File: config.mk
export PLATFORM = sky130hd
export DESIGN_NAME = alu_seq_ctrl
export DESIGN_NICKNAME = d
export VERILOG_FILES = /design/src/rtl/alu_seq_ctrl.sv
export SDC_FILE = /design/constraint.sdc
export NUM_CORES = 1
export LEC_CHECK = 0
export CORE_ASPECT_RATIO = 2
export CORE_MARGIN = 4
export CORE_UTILIZATION = 25
export CTS_CLUSTER_SIZE = 30
export DETAILED_ROUTE_END_ITERATION = 10
export PLACE_DENSITY = 0.45
export SYNTH_ARGS = -nofsm -noshare
export SYNTH_HDL_FRONTEND = slang
export SYNTH_SLANG_ARGS = --single-unit
File: constraint.sdc
create_clock -name clk -period 10.1 [get_ports clk]
set_input_delay 2.02 -clock clk [delete_from_list [all_inputs] [get_ports clk]]
set_output_delay 2.02 -clock clk [all_outputs]
set_load 0.005 [all_outputs]
File: src/rtl/alu_seq_ctrl.sv
// Sequencing controller around a 64-bit ALU: single-cycle add/sub/logic, iterative mul and div.
// Optional restoring divider is compiled in when ALU_SEQ_DIV_EN is defined; otherwise opcode 0011 acts as add.
`timescale 1ns/1ps
module alu_seq_ctrl #(
   parameter int WIDTH = 64
) (
   input  logic             clk,
   input  logic             rst,
   input  logic             req_valid,
   output logic             req_ready,
   input  logic [3:0]       req_op,
   input  logic [WIDTH-1:0] req_a,
   input  logic [WIDTH-1:0] req_b,
   output logic             rsp_valid,
   input  logic             rsp_ready,
   output logic [WIDTH-1:0] rsp_result,
   output logic             rsp_carry,
   output logic             busy
);
   localparam int CNT_W = $clog2(WIDTH);
   localparam logic [3:0] OP_ADD = 4'b0000;
   localparam logic [3:0] OP_SUB = 4'b0001;
   localparam logic [3:0] OP_MUL = 4'b0010;
   localparam logic [3:0] OP_DIV = 4'b0011;
   localparam logic [3:0] OP_AND = 4'b1000;
   localparam logic [3:0] OP_OR  = 4'b1001;
   localparam logic [3:0] OP_XOR = 4'b1010;

   typedef enum logic [1:0] {
      S_IDLE = 2'd0,
      S_EXEC = 2'd1,
      S_DONE = 2'd2
   } state_t;

   state_t             state_q, state_d;
   logic [CNT_W-1:0]   cnt_q, cnt_d;
   logic [WIDTH-1:0]   a_q, a_d;
   logic [WIDTH-1:0]   b_q, b_d;
   logic [WIDTH-1:0]   acc_q, acc_d;
   logic [WIDTH-1:0]   result_q, result_d;
   logic               carry_q, carry_d;
   logic               valid_q, valid_d;
   logic               busy_q, busy_d;
   logic [WIDTH:0]     sum_s;
   logic               iter_s;
   logic [WIDTH-1:0]   step_res_s;
`ifdef ALU_SEQ_DIV_EN
   logic               div_q, div_d;
   logic [WIDTH:0]     rem_sh_s;
   logic [WIDTH-1:0]   diff_s;
`endif

   assign sum_s      = {1'b0, req_a} + {1'b0, req_b};
   assign req_ready  = (state_q == S_IDLE) && !rst;
   assign rsp_valid  = valid_q;
   assign rsp_result = result_q;
   assign rsp_carry  = carry_q;
   assign busy       = busy_q;

   // Next-state, datapath iteration and response register updates.
   always_comb begin
      state_d    = state_q;
      cnt_d      = cnt_q;
      a_d        = a_q;
      b_d        = b_q;
      acc_d      = acc_q;
      result_d   = result_q;
      carry_d    = carry_q;
      step_res_s = acc_q;
`ifdef ALU_SEQ_DIV_EN
      div_d      = div_q;
      iter_s     = (req_op == OP_MUL) || (req_op == OP_DIV);
      rem_sh_s   = {acc_q, a_q[WIDTH-1]};
      diff_s     = rem_sh_s[WIDTH-1:0] - b_q;
`else
      iter_s     = (req_op == OP_MUL);
`endif
      case (state_q)
         S_IDLE: begin
            if (req_valid) begin
               a_d     = req_a;
               b_d     = req_b;
               carry_d = sum_s[WIDTH];
               cnt_d   = {CNT_W{1'b0}};
               acc_d   = {WIDTH{1'b0}};
`ifdef ALU_SEQ_DIV_EN
               div_d   = (req_op == OP_DIV);
`endif
               if (iter_s) begin
                  state_d = S_EXEC;
               end else begin
                  state_d = S_DONE;
                  case (req_op)
                     OP_SUB:  result_d = req_a - req_b;
                     OP_AND:  result_d = req_a & req_b;
                     OP_OR:   result_d = req_a | req_b;
                     OP_XOR:  result_d = req_a ^ req_b;
                     OP_ADD:  result_d = sum_s[WIDTH-1:0];
                     default: result_d = sum_s[WIDTH-1:0];
                  endcase
               end
            end else begin
               state_d = S_IDLE;
            end
         end
         S_EXEC: begin
            cnt_d = cnt_q + {{(CNT_W-1){1'b0}}, 1'b1};
`ifdef ALU_SEQ_DIV_EN
            if (div_q) begin
               // Restoring step: the quotient bit shifts into a_q as the dividend shifts out.
               if (rem_sh_s >= {1'b0, b_q}) begin
                  acc_d = diff_s;
                  a_d   = {a_q[WIDTH-2:0], 1'b1};
               end else begin
                  acc_d = rem_sh_s[WIDTH-1:0];
                  a_d   = {a_q[WIDTH-2:0], 1'b0};
               end
               step_res_s = a_d;
            end else begin
               acc_d      = acc_q + (b_q[0] ? a_q : {WIDTH{1'b0}});
               a_d        = a_q << 1;
               b_d        = b_q >> 1;
               step_res_s = acc_d;
            end
`else
            acc_d      = acc_q + (b_q[0] ? a_q : {WIDTH{1'b0}});
            a_d        = a_q << 1;
            b_d        = b_q >> 1;
            step_res_s = acc_d;
`endif
            if (cnt_q == CNT_W'(WIDTH - 1)) begin
               state_d  = S_DONE;
               result_d = step_res_s;
            end else begin
               state_d = S_EXEC;
            end
         end
         S_DONE: begin
            if (rsp_ready) begin
               state_d = S_IDLE;
            end else begin
               state_d = S_DONE;
            end
         end
         default: state_d = S_IDLE;
      endcase
      valid_d = (state_d == S_DONE);
      busy_d  = (state_d != S_IDLE);
   end

   // State and datapath registers with synchronous reset.
   always_ff @(posedge clk) begin
      if (rst) begin
         state_q  <= S_IDLE;
         cnt_q    <= {CNT_W{1'b0}};
         a_q      <= {WIDTH{1'b0}};
         b_q      <= {WIDTH{1'b0}};
         acc_q    <= {WIDTH{1'b0}};
         result_q <= {WIDTH{1'b0}};
         carry_q  <= 1'b0;
         valid_q  <= 1'b0;
         busy_q   <= 1'b0;
`ifdef ALU_SEQ_DIV_EN
         div_q    <= 1'b0;
`endif
      end else begin
         state_q  <= state_d;
         cnt_q    <= cnt_d;
         a_q      <= a_d;
         b_q      <= b_d;
         acc_q    <= acc_d;
         result_q <= result_d;
         carry_q  <= carry_d;
         valid_q  <= valid_d;
         busy_q   <= busy_d;
`ifdef ALU_SEQ_DIV_EN
         div_q    <= div_d;
`endif
      end
   end
endmodule

# After elaboration in Yosys (flattened, before gate mapping)
# Cells that the tools add are included.
# Widths: inputs -> output; s select.
dict set report word_totals {
  input_bits 136
  reg_bits 267
  wordCells 55
  out_inout_bits 68
}
dict set report classes {
  add_sub_neg 4
  n_mux 19
  n_reduce_logical 8
  n_eq_ne 12
  bitwise_logic 3
}
# op n
set op_table {}
lappend op_table {{$pmux 64 s2} 4}
lappend op_table {{$mux 64} 7}
lappend op_table {{$pmux 64 s4} 1}
lappend op_table {{$add 64x64->65} 1}
lappend op_table {{$add 64x64->64} 1}
lappend op_table {{$and 64x64->64} 1}
lappend op_table {{$or 64x64->64} 1}
lappend op_table {{$sub 64x64->64} 1}
lappend op_table {{$xor 64x64->64} 1}
lappend op_table {{$eq 4x4->1 const B} 3}
lappend op_table {{$pmux 6 s2} 1}
lappend op_table {{$mux 2} 4}
lappend op_table {{$add 6x1->6 const B} 1}
lappend op_table {{$eq 6x6->1 const B} 1}
lappend op_table {{$mux 6} 1}
lappend op_table {{$ne 2x2->1 const B} 3}
lappend op_table {{$pmux 2 s3} 1}
lappend op_table {{$eq 2x2->1 const B} 2}
lappend op_table {{$eq 4x1->1 const B} 1}
lappend op_table {{$eq 4x2->1 const B} 1}
lappend op_table {{$reduce_and 2->1} 2}
lappend op_table {{$reduce_and 4->1} 1}
lappend op_table {{$reduce_bool 2->1} 2}
lappend op_table {{$eq 2x1->1 const B} 1}
lappend op_table {{other kinds (3)} 3}

# Longest topological paths before layout
# Gate-level depths: netlist of the first run.
dict set report depth {
  word_depth 5
  mapped_depth 17
  depth_no_buf 16
}

# Worst setup path before layout of the first run
# Ideal clock, no wire load.
dict set report synth_path {
  kind {in2reg}
  from {input port req_a[0]}
  to {register result_q[60] (netlist: rsp_result[60])}
  setup_slack_ns 5.152
  t_arrival_ns 4.828
  n_path_buf 0
  cell_stages 16
  setup_ns 0.120
  required_ns 9.980
  cell_sequence {inv_1 > ha_1 > inv_1 > fa_1 > nor2b_1 > o311ai_2 > a221oi_1 > or2_2 > a41o_1 > o21ai_2 > o221ai_2 > a21boi_1 > nor2_1 > a21oi_1 > a21oi_1 > a211o_1}
}
dict set report synth_between {
  elab_chain_len 5
}
# item line
set synth_rtl {}
lappend synth_rtl {{start, declared} 12} ;# input logic [WIDTH-1:0] req_a,
lappend synth_rtl {{$add 64x64->65 / $sub 64x64->64 (equally long branches)} {53, 94}}
lappend synth_rtl {{$pmux 64 s4 (*)} 93} ;# case (req_op)
lappend synth_rtl {{$mux 64 (*)} 89} ;# if (iter_s) begin
lappend synth_rtl {{$mux 64 (*)} 80} ;# if (req_valid) begin
lappend synth_rtl {{$pmux 64 s2 (*)} 78} ;# case (state_q)
lappend synth_rtl {{end signal, assigned} 159} ;# result_q <= {WIDTH{1'b0}};
lappend synth_rtl {{end signal, assigned} 172} ;# result_q <= result_d;
lappend synth_rtl {{end, declared} 40} ;# logic [WIDTH-1:0] result_q, result_d;
# Mark *: on every way between the ends. The rest lies on a longest branch, timed or not. The select of a mux whose other input is x is not followed.
# A chain may end at the register's enable or synchronous reset.

# Worst setup path after layout of the first run
dict set report layout_path {
  from {input port req_a[0]}
  to {register result_q[24] (netlist: rsp_result[24])}
}
# Same word-level chain as after synthesis.

==> run summary, run 1 <==
result of the run: finished, violations left
violated checks: DRC
fraction of layout cells with a size suffix above 1: 4.79%
x dimension of the die: 232 µm
routing usage on met3: 3.46%
Initial Util: 25.2%
met2 Resource Use GR: 45.4%
number of port buffers: 203
launching element type of the critical path: input port
Worst-path clk slew: 0.06 ns
core area: 99,700 µm²
gate count of the mapped netlist: 3,506
max_slew headroom: 11.0%
crit path DAT: 6.83 ns
die span in y: 456 µm
maximum frequency from static timing analysis: 156 MHz
count of synthesis-stage warnings from yosys: 0
post-cts resize count: 0
number of detailed-routing iterations run before antenna repair: 9
pre-CTS setup slack: 3.25 ns
register bit count reported by yosys: 267
number of placement rows: 164
Routed WL per cell: 28.2 µm
worst flop-to-flop path endpoint: rsp_result[55]
slack of the worst reg-to-reg path: 4.60 ns
setup repair after global routing missed its margin: false
Leak: 11.6 nW
Critical Path Sink Type: register
CTS H-tree depth: 2
clock latency on the worst-skew pair: 0.61 ns
ys flop type: dfxtp_1
post-synth cell types: 108
final design utilization: 29.4%
total wirelength of the detailed-routed design: 137,000 µm
Hold Crit Depth: 2
reg-to-reg critical path startpoint: b_q[0]
final count of hold timing violations: 0
share of synthesized flip-flops with an asynchronous set or reset: 0%
fraction of the cycle the final worst path needs: 63.5%
CTS tree: done
met1 track demand over resource: 24.3%
area post-placement: 28,100 µm²
critical-path maximum fanout: 5
via-per-instance ratio: 5.64
final net count: 3,918
number of violations of the max-capacitance limit: 0
post-CTS setup repair buffer count: 0
antenna-violating nets left: 0
pin count of the biggest net entering global routing: 109
area taken by flip-flops and latches: 5350 µm²
worst-case setup margin in the final layout: 3.69 ns
cell type with the highest aggregate area in the netlist: dfxtp_1
final-layout setup total negative slack: 0 ns
filler cell count: 11,200
number of DRC markers after the initial detailed-route iteration: 2,056
portion of the post-synthesis area used by sequential elements: 21.3%
Longest Clk Path Bufs: 3
most utilized layer in the global route result: met2
Netlist Area Pre-Place: 25,100 µm²
master cell of the clock root buffer: clkbuf_16
area of the die: 106,000 µm²
number of enable flip-flop cells after synthesis: 0
number of buffers created by CTS: 34
Max rail drop VDD: 0.000125 V
final instance area: 29,300 µm²
footprint of the multi-input gates: 17,900 µm²
number of setup violations in the final report: 0
sum of net half-perimeters after detailed placement: 105,000 µm
max-slew violations: 0
cells on worst reg2reg path: 13
power density normalized to cell area: 130 nW/µm²
terminating pin of the worst hold path: rsp_result[41]
Worst Clk Skew: 0.0390 ns
slew at the pin closest to its max-slew limit: 1.32 ns
class of the most critical setup path: input port to register
Avg Synthesized Cell Area: 7.16 µm²
launch point of the worst path: req_a[0]
overall track demand over capacity in global routing: 24.9%
top-area cell type share of the netlist area: 21.3%
drc violations: 1
source of the worst hold timing path: rsp_result[41]
wire length of the first global-routing pass: 195,000 µm
GRT overflow: 0
total via count after detailed routing: 27,500
worst endpoint required time: 10.52 ns
Syn Nets: 3,900
top-level port count: 204
min Tclk post-route: 6.41 ns
number of global-route vias before repair: 28,000
Routability Congestion: 1.01
growth of design area from synthesis to finish: 16.7%
path category of the worst min-delay check: register to register
worst hold-check slack: 0.444 ns
Hold Buf Count CTS: 0
number of antenna violations at the first check in global routing: 12
Clock Sinks: 267
Area contributors post-synth: dfxtp_1 (21%), ha_1 (13%), a21oi_1 (7.7%), o21ai_0 (6.2%), nor2_1 (5.8%)
[power breakdown]
group          internal (W)  switching [W]  total [W]
sequential          0.00113      0.0000875    0.00121
clock              0.000814       0.000574    0.00139
combinational      0.000409       0.000794    0.00120
[cell families after synthesis]
family / synth area share [%]
compound gates: 35.6
simple gates: 18.5
buf+inv: 7.55
flops: 21.3
fa+ha+maj: 12.9
xor+xnor: 3.59
mux: 0.558
[per-stage QoR]
step,cells,power (W)
CTS,4877,0.00382
finish,4883,0.00381
global placement,4816,0.00242
floorplan,3506,0.00187
global route,4877,0.00395
detailed placement,4816,0.00242
[worst max-delay path: stages]
cell	delay (ns)
clkdlybuf4s50_1	0.52
inv_1	0.08
ha_1	0.31
inv_1	0.10
fa_1	0.19
nor2b_1	0.22
o311ai_2	0.12
a221oi_1	0.66
or2_2	0.27
a41o_1	0.47
a21boi_1	0.22
o31ai_1	0.40
a21oi_1	0.15
xnor2_1	0.16
nor2_1	0.06
o21ai_0	0.70
a31oi_1	0.16
[synth_stat cells, drive strengths merged (8+ instances only)]
master   count
xor2        25
nand2      292
o22ai       24
dfxtp      267
a21o        54
mux2i       14
a221o        9
nor3        46
xnor2       78
or3         14
inv        210
o2111ai      8
a221oi      28
o311ai       9
a21boi      11
and2        72
nor4        25
or2          9
o211ai      47
nand3       56
a21oi      391
o21ai      331
o21bai      52
nor2       389
nor2b       26
o221ai      32
nand4       46
a22oi       68
clkbuf     177
buf         78
a211oi     147
nand2b      20
and3         8
a31oi       36
o21a        25
ha         255
o31ai       30
[worst max path at each step]
stage | slack, ns | cells after the start | end
after floorplan | 5.15 | 16 | rsp_result[60]
after global placement | 3.24 | 15 | rsp_result[24]
after detailed placement | 3.25 | 17 | rsp_result[24]
after CTS | 3.84 | 17 | rsp_result[24]
after global routing | 3.62 | 14 | rsp_result[27]
final | 3.69 | 17 | rsp_result[24]
[area by class of cell]
| class | instances | share of cell area (%) |
|---|---|---|
| inverter | 210 | 2.71 |
| clock buffer | 50 | 3.52 |
| antenna | 6 | 0.0513 |
| timing repair buffer | 237 | 7.94 |
| sequential | 267 | 18.3 |
| clock inverter | 11 | 0.628 |
| tap | 1328 | 5.67 |
| multi-input combinational | 2774 | 61.2 |
[flip-flops by register name (all words and copies together), names as in the netlist]
| register | count |
|---|---|
| b_q | 64 |
| state_q | 2 |
| a_q | 64 |
| rsp_result | 64 |
| busy | 1 |
| rsp_valid | 1 |
| acc_q | 64 |
| rsp_carry | 1 |
| cnt_q | 6 |
[placed cells by master (no fill, tap or decap), types with 54 or more instances in the layout]
cell type,netlist,layout
clkdlybuf4s50_1,0,200
xnor2_1,78,78
nand3_1,55,55
a211oi_1,145,145
dfxtp_1,267,266
nor2_1,389,385
a22oi_1,68,68
a21oi_1,384,383
o21ai_0,313,313
ha_1,255,255
nand2_1,291,290
inv_1,207,207
a21o_1,54,54
and2_1,71,70
[metal layers]
layer / part of all wire [%] / vias up / wire (µm)
li1: - / 12700 / -
met1: 34 / 13200 / 46400
met2: 51 / 1132 / 69900
met3: 4.7 / 466 / 6530
met4: 11 / 8 / 14600
met5: 0.035 / - / 48
No activity file was read; power rests on OpenSTA's default activity.
==> inputs of run 2 (changes only) <==
==> constraint.sdc (replaced) <==
create_clock -name clk -period 5.94 [get_ports clk]
set_input_delay 1.188 -clock clk [delete_from_list [all_inputs] [get_ports clk]]
set_output_delay 1.188 -clock clk [all_outputs]
set_load 0.005 [all_outputs]
==> run 2 against run 1 <==
  * The flow now finishes without violations
  * Cell area increased by 1.9%
  * Combinational power increased by 81%
  * Non-clock buffer count increased by 67
  * Core utilization increased by 0.55 points
  * Sequential share of layout area decreased by 0.34 points
  * Worst hold slack improved by 0.0064 ns
  * Routed wire length increased by 4.4%
  * Register-to-register slack got worse by 3.3 ns
  * Power increased by 75%
  * Die area unchanged
  * Clock-buffer cell count decreased by 9
  * First-iteration DRC count increased by 18%
  * Critical path type unchanged
  * Largest cell class unchanged
  * Largest power group unchanged
  * Highest routed layer unchanged
==> run summary, run 2 (same netlist as run 1, synthesis figures left out) <==
core area: 99,700 µm² (unchanged)
filler cell count: 11,200 (+0.37%)
pin count of the biggest net entering global routing: 128 (+17%)
Longest Clk Path Bufs: 3 (unchanged)
fraction of the cycle the final worst path needs: 88.8%
Hold Crit Depth: 2 (unchanged)
final net count: 3,985 (+1.7%)
result of the run: complete, no violations
total via count after detailed routing: 27,800 (+1.0%)
clock latency on the worst-skew pair: 0.60 ns (about the same)
class of the most critical setup path: input port to register
Clock Sinks: 267 (unchanged)
die span in y: 456 µm (unchanged)
final-layout setup total negative slack: 0 ns (unchanged)
Internal Pwr Total: 0.00411 W (+75%)
reg-to-reg critical path startpoint: b_q[0]
GRT overflow: 0 (unchanged)
x dimension of the die: 232 µm (unchanged)
via-per-instance ratio: 5.62 (-0.30%)
growth of design area from synthesis to finish: 18.9%
source of the worst hold timing path: rsp_result[23]
min Tclk post-route: 5.28 ns
sequential share of power: 31.1% (-0.8 points)
number of antenna violations at the first check in global routing: 18 (+6)
number of setup violations in the final report: 0 (unchanged)
CTS H-tree depth: 2 (unchanged)
setup repair after global routing missed its margin: false
area taken by flip-flops and latches: 5350 µm² (unchanged)
critical-path maximum fanout: 8 (+3)
total power: 0.00668 W (+75%)
number of placement rows: 164 (unchanged)
crit path DAT: 5.73 ns (-1.10 ns)
sum of net half-perimeters after detailed placement: 110,000 µm (+4.4%)
area post-placement: 28,600 µm² (+1.8%)
drc violations: 0 (-1)
worst endpoint required time: 6.40 ns (-4.12 ns)
Routed WL per cell: 29.0 µm (+3.0%)
leading cell type in the layout, fill and taps excluded: nor2_1
fraction of layout cells with a size suffix above 1: 6.50% (+1.7 points)
number of port buffers: 203 (unchanged)
terminating pin of the worst hold path: rsp_result[23]
share of total power in the clock network: 36.5% (about the same)
slew at the pin closest to its max-slew limit: 1.39 ns (+0.0665 ns)
power density normalized to cell area: 224 nW/µm² (+72%)
Critical Path Sink Type: register
Hold Buf Count CTS: 0 (unchanged)
number of global-route vias before repair: 28,100 (+0.16%)
max_slew headroom: 6.95% (-4.1 points)
path category of the worst min-delay check: register to register
Worst-path clk slew: 0.06 ns (about the same)
final count of hold timing violations: 0 (unchanged)
cells on worst reg2reg path: 13 (unchanged)
master cell of the clock root buffer: clkbuf_16
number of DRC markers after the initial detailed-route iteration: 2,428 (+18%)
post-cts resize count: 0 (unchanged)
Leak: 11.9 nW (+2.9%)
launching element type of the critical path: input port
top-level port count: 204 (unchanged)
switching share of power: 38.4% (+0.20 points)
total wirelength of the detailed-routed design: 144,000 µm (+4.4%)
final instance area: 29,800 µm² (+1.9%)
worst flop-to-flop path endpoint: rsp_result[55]
overall track demand over capacity in global routing: 25.9% (+1.1 points)
number of violations of the max-capacitance limit: 0 (unchanged)
post-CTS setup repair buffer count: 0 (unchanged)
area of the die: 106,000 µm² (unchanged)
wire length of the first global-routing pass: 201,000 µm (+3.1%)
most frequent cells in the layout: nor2_1 (386), a21oi_1 (383), o21ai_0 (312)
slack of the worst reg-to-reg path: 1.25 ns (-3.35 ns)
number of buffers created by CTS: 34 (unchanged)
Max rail drop VDD: 0.000177 V (+42%)
maximum frequency from static timing analysis: 190 MHz
CTS tree: done
max-slew violations: 0 (unchanged)
Initial Util: 25.2% (unchanged)
Routability Congestion: 1.07 (+6.3%)
antenna-violating nets left: 0 (unchanged)
footprint of the multi-input gates: 17,900 µm² (about the same)
switching power summed over all nets: 0.00257 W (+76%)
worst hold-check slack: 0.451 ns (+0.00641 ns)
combinational group share of total power: 32.5% (+0.9 points)
Worst Clk Skew: 0.0189 ns (-0.0201 ns)
number of detailed-routing iterations run before antenna repair: 7 (-2)
## run 2: changes by cell type in the layout (fill, tap and decap cells not counted), sizes merged
| cell | previous run | this run |
|---|---|---|
| diode | 6 | 4 |
| bufinv | 4 | 8 |
| inv | 210 | 213 |
| clkinvlp | 1 | 3 |
| clkinv | 6 | 5 |
| buf | 37 | 103 |
| clkbuf | 50 | 42 |
## run 2: through the flow
| step | setup slack, ns | cells | util (%) |
|---|---|---|---|
| finish | 0.664 | 4947 | 29.9 |
| global route | 0.478 | 4943 | 29.9 |
| CTS | 0.996 | 4942 | 29.9 |
| detailed placement | 0.380 | 4882 | 28.7 |
| global placement | 0.289 | 4882 | 28.7 |
| floorplan | 1.82 | 3506 | - |
## run 2: cell type report
type                            instances  share of cell area (%)
Clock buffer                           41                    3.01
Tap cell                             1328                    5.57
Timing Repair Buffer                  304                    9.56
Inverter                              210                    2.66
Sequential cell                       267                    17.9
Clock inverter                         19                    1.17
Multi-Input combinational cell       2774                    60.1
Antenna cell                            4                  0.0335
## run 2: layer usage
metal | track usage [%] | routed length (µm)
met1 | 25.2 | 47400
met2 | 46.4 | 71900
met3 | 4.22 | 7430
met4 | 23.6 | 16700
met5 | 0 | 98
## run 2: worst max-delay path by stage
stage	from	slack [ns]	to
floorplan	req_a[0]	1.82	rsp_result[60]
global placement	req_b[27]	0.29	rsp_result[46]
detailed placement	req_b[27]	0.38	rsp_result[46]
CTS	req_b[27]	1.0	rsp_result[46]
global route	req_a[33]	0.48	rsp_result[52]
finish	req_b[27]	0.66	rsp_result[46]
## run 2: critical path, stage by stage
cell and delay (ns):
clkdlybuf4s50_1 0.52, inv_1 0.10, ha_1 0.54, buf_4 0.22, nor2b_1 0.05, o21ai_1 0.79, a21oi_1 0.25, o211ai_1 0.42
nand2_1 0.12, nor3_2 0.46, o21ai_1 0.20, a31oi_1 0.25, nor2_1 0.06, a211oi_1 0.43, nor3_1 0.12
## run 2: power by group through the flow
stage,Sequential (W),Clock [W],Combinational [W]
global route,0.00208,0.00255,0.00228
finish,0.00207,0.00243,0.00217
floorplan,0.00201,0,0.00117
CTS,0.00207,0.00250,0.00212
global placement,0.00211,0,0.00212
detailed placement,0.00211,0,0.00211
